[config.mk]
export PLATFORM = sky130hd
export DESIGN_NAME = ob
export DESIGN_NICKNAME = d
export VERILOG_FILES = /design/src/rtl/ob_pkg.sv /design/src/rtl/ob_rrarb.sv /design/src/rtl/ob.sv
export SDC_FILE = /design/constraint.sdc
export NUM_CORES = 1
export LEC_CHECK = 0
export CORE_MARGIN = 1
export CORE_UTILIZATION = 53
export CTS_CLUSTER_SIZE = 30
export DETAILED_ROUTE_END_ITERATION = 8
export PLACE_DENSITY = 0.84
export SETUP_SLACK_MARGIN = 0.15
export SYNTH_ARGS = -nofsm -noshare
export SYNTH_HDL_FRONTEND = slang
export SYNTH_SLANG_ARGS = --single-unit
[constraint.sdc]
create_clock -name clk -period 4.7 [get_ports clk]
set_clock_uncertainty 0.2 [all_clocks]
set_input_delay 0.94 -clock clk [delete_from_list [all_inputs] [get_ports clk]]
set_output_delay 0.94 -clock clk [all_outputs]
set_load 0.05 [all_outputs]
[src/rtl/ob_pkg.sv]
// Shared flit-format constants and types for the output buffer (ob) and its arbiter.
package ob_pkg;
  localparam int PKTW    = 15;
  localparam int PORT    = 4;
  localparam int FLOWBH  = 15;
  localparam int FLOWBL  = 14;
  localparam int OBDEPTH = 4;
  localparam int PTRW    = $clog2(OBDEPTH);
  localparam int CNTW    = $clog2(OBDEPTH) + 1;

  typedef enum logic [1:0] {
    FT_IDLE = 2'b00,
    FT_HEAD = 2'b01,
    FT_BODY = 2'b10,
    FT_TAIL = 2'b11
  } flit_t;

  typedef enum logic {
    ST_IDLE = 1'b0,
    ST_XFER = 1'b1
  } state_t;

  function automatic flit_t flit_type(input logic [PKTW:0] f);
    return flit_t'(f[FLOWBH:FLOWBL]);
  endfunction
endpackage

[src/rtl/ob_rrarb.sv]
// Combinational round-robin picker: first requester at or after (last+1) mod 4.
module rrarb (
  input  logic [3:0] req,
  input  logic [1:0] last,
  output logic       valid,
  output logic [1:0] g
);
  logic [1:0] idx_s;
  logic [1:0] g_s;
  logic       found_s;

  // scan ports in priority order starting just after the previous winner
  always_comb begin
    idx_s   = 2'd0;
    g_s     = 2'd0;
    found_s = 1'b0;
    for (int k = 1; k <= 4; k++) begin
      idx_s   = last + k[1:0];
      g_s     = (!found_s && req[idx_s]) ? idx_s : g_s;
      found_s = found_s | req[idx_s];
    end
  end

  assign valid = found_s;
  assign g     = g_s;
endmodule

[src/rtl/ob.sv]
// Output-port buffer: round-robin packet arbitration, 4-deep flit FIFO, registered output.
module ob
  import ob_pkg::*;
(
  input  logic          clk,
  input  logic          rst,
  input  logic [3:0]    req,
  output logic [3:0]    ack,
  input  logic [PKTW:0] pkti0,
  input  logic [PKTW:0] pkti1,
  input  logic [PKTW:0] pkti2,
  input  logic [PKTW:0] pkti3,
  input  logic          dfull,
  output logic [PKTW:0] pkto
);
  state_t          state_r, state_s;
  logic [1:0]      g_r, g_s;
  logic [1:0]      last_r, last_s;
  logic            rr_valid_s;
  logic [1:0]      rr_g_s;
  logic [PKTW:0]   flit_s;
  logic [3:0]      ack_s;
  logic            wr_s, rd_s, full_s;
  logic [PKTW:0]   mem_r [OBDEPTH];
  logic [PTRW-1:0] wptr_r, rptr_r;
  logic [CNTW-1:0] cnt_r;
  logic [PKTW:0]   pkto_r;

  rrarb u_rrarb (
    .req   (req),
    .last  (last_r),
    .valid (rr_valid_s),
    .g     (rr_g_s)
  );

  // flit mux selecting the granted input buffer's head
  always_comb begin
    flit_s = pkti0;
    case (g_r)
      2'd0:    flit_s = pkti0;
      2'd1:    flit_s = pkti1;
      2'd2:    flit_s = pkti2;
      2'd3:    flit_s = pkti3;
      default: flit_s = pkti0;
    endcase
  end

  assign full_s = (cnt_r == CNTW'(OBDEPTH));
  assign rd_s   = (cnt_r != {CNTW{1'b0}}) && !dfull;

  // next-state, grant capture, ack and FIFO write enable
  always_comb begin
    state_s = state_r;
    g_s     = g_r;
    last_s  = last_r;
    ack_s   = 4'b0000;
    wr_s    = 1'b0;
    case (state_r)
      ST_IDLE: begin
        if (rr_valid_s) begin
          state_s = ST_XFER;
          g_s     = rr_g_s;
          last_s  = rr_g_s;
        end else begin
          state_s = ST_IDLE;
        end
      end
      ST_XFER: begin
        if (!full_s) begin
          ack_s = 4'b0001 << g_r;
          // idle flits are popped from the input but never stored
          if (flit_type(flit_s) != FT_IDLE) begin
            wr_s = 1'b1;
            if (flit_type(flit_s) == FT_TAIL) begin
              state_s = ST_IDLE;
            end else begin
              state_s = ST_XFER;
            end
          end else begin
            wr_s = 1'b0;
          end
        end else begin
          ack_s = 4'b0000;
        end
      end
      default: state_s = ST_IDLE;
    endcase
  end

  // control state, FIFO pointers/occupancy and output register
  always_ff @(posedge clk) begin
    if (rst) begin
      state_r <= ST_IDLE;
      g_r     <= 2'd0;
      last_r  <= 2'd3;
      wptr_r  <= {PTRW{1'b0}};
      rptr_r  <= {PTRW{1'b0}};
      cnt_r   <= {CNTW{1'b0}};
      pkto_r  <= {(PKTW+1){1'b0}};
    end else begin
      state_r <= state_s;
      g_r     <= g_s;
      last_r  <= last_s;
      if (wr_s) begin
        wptr_r <= wptr_r + PTRW'(1);
      end
      if (rd_s) begin
        rptr_r <= rptr_r + PTRW'(1);
      end
      case ({wr_s, rd_s})
        2'b10:   cnt_r <= cnt_r + CNTW'(1);
        2'b01:   cnt_r <= cnt_r - CNTW'(1);
        default: cnt_r <= cnt_r;
      endcase
      pkto_r <= rd_s ? mem_r[rptr_r] : {(PKTW+1){1'b0}};
    end
  end

  // FIFO storage; contents are only meaningful below the occupancy count
  always_ff @(posedge clk) begin
    if (wr_s) begin
      mem_r[wptr_r] <= flit_s;
    end
  end

  assign ack  = ack_s;
  assign pkto = pkto_r;
endmodule
==> flow_summary.yaml <==
die:
  core-area_um2: 6910
  ios: 91
  rows: 30
  dieArea_um2: 7630
  die_y_um: 87.4
  fp.dieW_um: 87.4
  initial_core_util: 0.559
detailed_routing:
  vias: 2313
  drc: 0
  drt_iter0_drc: 87
  drt-vias-per-instance: 5.47
  finalWirelength_mm: 7.63
  wire_per_inst_um: 18.0
  dr.pass1.iters: 4
  drtAntennaViolNets: 0
setup_path:
  cp_num_cells: 3
  worstPathRequired_ns: 3.56
  rr_worst_depth: 10
  cp_cell_sequence: "buf_4 > and3_1 > clkdlybuf4s50_1"
  path_max_fanout: 13
  crit_family: "buffers and inverters"
  startpoint_type: "register"
  critPathMaxStageDelay_ns: 0.79
  path_class: "reg -> out"
  worst-path-buf-inv: 2
  critical_path.slowest_cell: "clkdlybuf4s50_1"
  crit_arrival_ns: 2.45
  endpoint_kind: "output pin"
sta:
  tightest_slew_ns: 0.894
  tns_ns: 0
  whs_ns: 0.316
  hold_viol: 0
  slew_headroom: 0.404
  drv_slew: 0
  finalCritPeriodShare: 0.763
  fmax_ghz: 0.279
  rsz0062_at_grt: "no"
  setup_viol: 0
  fin_crit_ns: 3.59
final_layout:
  final_util: 0.739
  finalInstanceArea_um2: 5100
  drive_gt1_frac: 0.168
  n_antenna_cell: 0
  syn2layout_area_growth_pct: 32.1
  layout.nets: 399
global_routing:
  track_usage: 0.222
  grt_max_degree: 18
  grt_pass1_wl_mm: 12.1
  antenna_found_initial: 0
  overflow: 0
  grt_pass1_vias: 2414
synthesis:
  synth.most_common_cell: "edfxtp_1"
  synth-main-ff-cell: "edfxtp_1"
  yosys.area_share.simple: 0.0875
  synth_top_area_frac: 0.498
  async_flop_share: 0
  syn-mean-instance-area_um2: 16.9
  ys_top_cells_by_area: "edfxtp_1 (50%), mux4_2 (19%), dfxtp_1 (15%)"
  synth_common_cells: "edfxtp_1 (64), mux4_2 (32), dfxtp_1 (28)"
  syn_area_um2: 3860
  yosysWarnings: 0
  synth_top_family_by_area: "multiplexers"
  synth_edf_count: 64
  yosys.area.top_type: "edfxtp_1"
  synth_compound_area_frac: 0.0275
  syn_inst: 228
  ys_seq_elements: 92
  yosysSeqAreaShare: 0.643
  synth_fp_nets: 305
  netlist-cell-type-count: 33
  synthXorXnorAreaFrac: 0.0113
  synthAdderAreaFrac: 0.0214
  synth_mux_area_frac: 0.189
place:
  gp_congestion: 0.805
  dpl_cell_area_um2: 4850
  numPortBuffers: 90
  dp_hpwl_mm: 5.25
cts:
  post_cts_buffers: 0
  clk_pin_slew_ns: 0.08
  clockBufferDepth: 2
  cts_tree: "built"
  numCtsBuffers: 9
  cts_sinks: 92
  htree_levels: 3
  postCtsHoldBufs: 0
  clock_latency_ns: 0.34
  cts_root_buf: "clkbuf_8"
  cts_resized: 0
min_path:
  whs_path_depth: 2
  hp-class: "reg -> reg"
job:
  cap_viol_max_count: 0
power_and_ir_drop:
  power_density_nw_per_um2: 450
  vdd_drop_max_mv: 0.212
  p_leak_nw: 1.68
outcome:
  outcome: "finished clean"
==> layout by cell type (no fill, tap or decap), drive strengths merged, types with 2 or more instances in the layout <==
cell type      netlist  final
clkinv               0      2
dfxtp               28     28
nor3                 3      3
buf                  6      3
edfxtp              64     64
xnor2                3      3
and3b                2      2
and2                 5      5
nand2b               4      4
a21oi                6      6
bufinv               0      3
nand2                2      2
or3                  2      2
or3b                 2      2
ha                   5      5
xor2                 2      2
o21ai                5      5
nor3b                3      3
mux4                32     32
nor2                15     15
inv                  7      7
clkbuf               4     10
nor2b               17     17
clkdlybuf4s50        0     90
==> where the power goes <==
| part | internal [W] | total (W) | switching [W] |
|---|---|---|---|
| logic | 0.000315 | 0.000611 | 0.000296 |
| clock network | 0.000368 | 0.000628 | 0.000260 |
| registers | 0.000989 | 0.00106 | 0.0000710 |
==> worst min-delay path: stages (launching register included) <==
cell	delay (ns)
dfxtp_1	0.34
o21ai_0	0.08
a21oi_1	0.06
==> cell type report <==
class                      instances  area [um^2]
clock inverter                     6          111
fill                             432         1800
inverter                           7         26.3
multi-input combinational        119         1300
sequential                        92         2480
clock buffer                      10          138
timing repair buffer              93          923
tap                               96          120
==> path summary, 6_finish.rpt <==
kind	end	start	slack, ns
worst max-delay path	ack[3]	g_r[0]	1.11
worst min-delay path	cnt_r[2]	cnt_r[2]	0.32
worst max register to register	cnt_r[2]	g_r[1]	1.26
worst min register to register	cnt_r[2]	cnt_r[2]	0.32
==> sequential cells by signal (all words and copies together), names as in the netlist <==
register / cells
mem_r: 64
state_r: 1
g_r: 2
cnt_r: 3
last_r: 2
pkto: 16
rptr_r: 2
wptr_r: 2
==> stage by stage <==
| stage | total power (W) | worst slack (ns) | cells |
|---|---|---|---|
| after floorplan | 0.00150 | 1.47 | 228 |
| after global placement | 0.00166 | 0.984 | 407 |
| after detailed placement | 0.00169 | 0.908 | 407 |
| after CTS | 0.00231 | 1.04 | 423 |
| after global routing | 0.00241 | 0.905 | 423 |
| final | 0.00230 | 1.11 | 423 |
==> logic make-up after synthesis <==
family          Yosys count
fa+ha+maj                 6
simple gates             59
buf+inv                  17
mux                      33
xor+xnor                  5
compound gates           16
flops                    92
==> per-layer routing <==
metal | up-vias | routed length [um] | GRT usage
li1 | 1066 | - | -
met1 | 1136 | 3040 | 0.272
met2 | 98 | 3910 | 0.388
met3 | 13 | 537 | 0.0550
met4 | 0 | 148 | 0.0745
met5 | - | 0 | 0
Note: power is estimated with default switching activity, not from simulation.
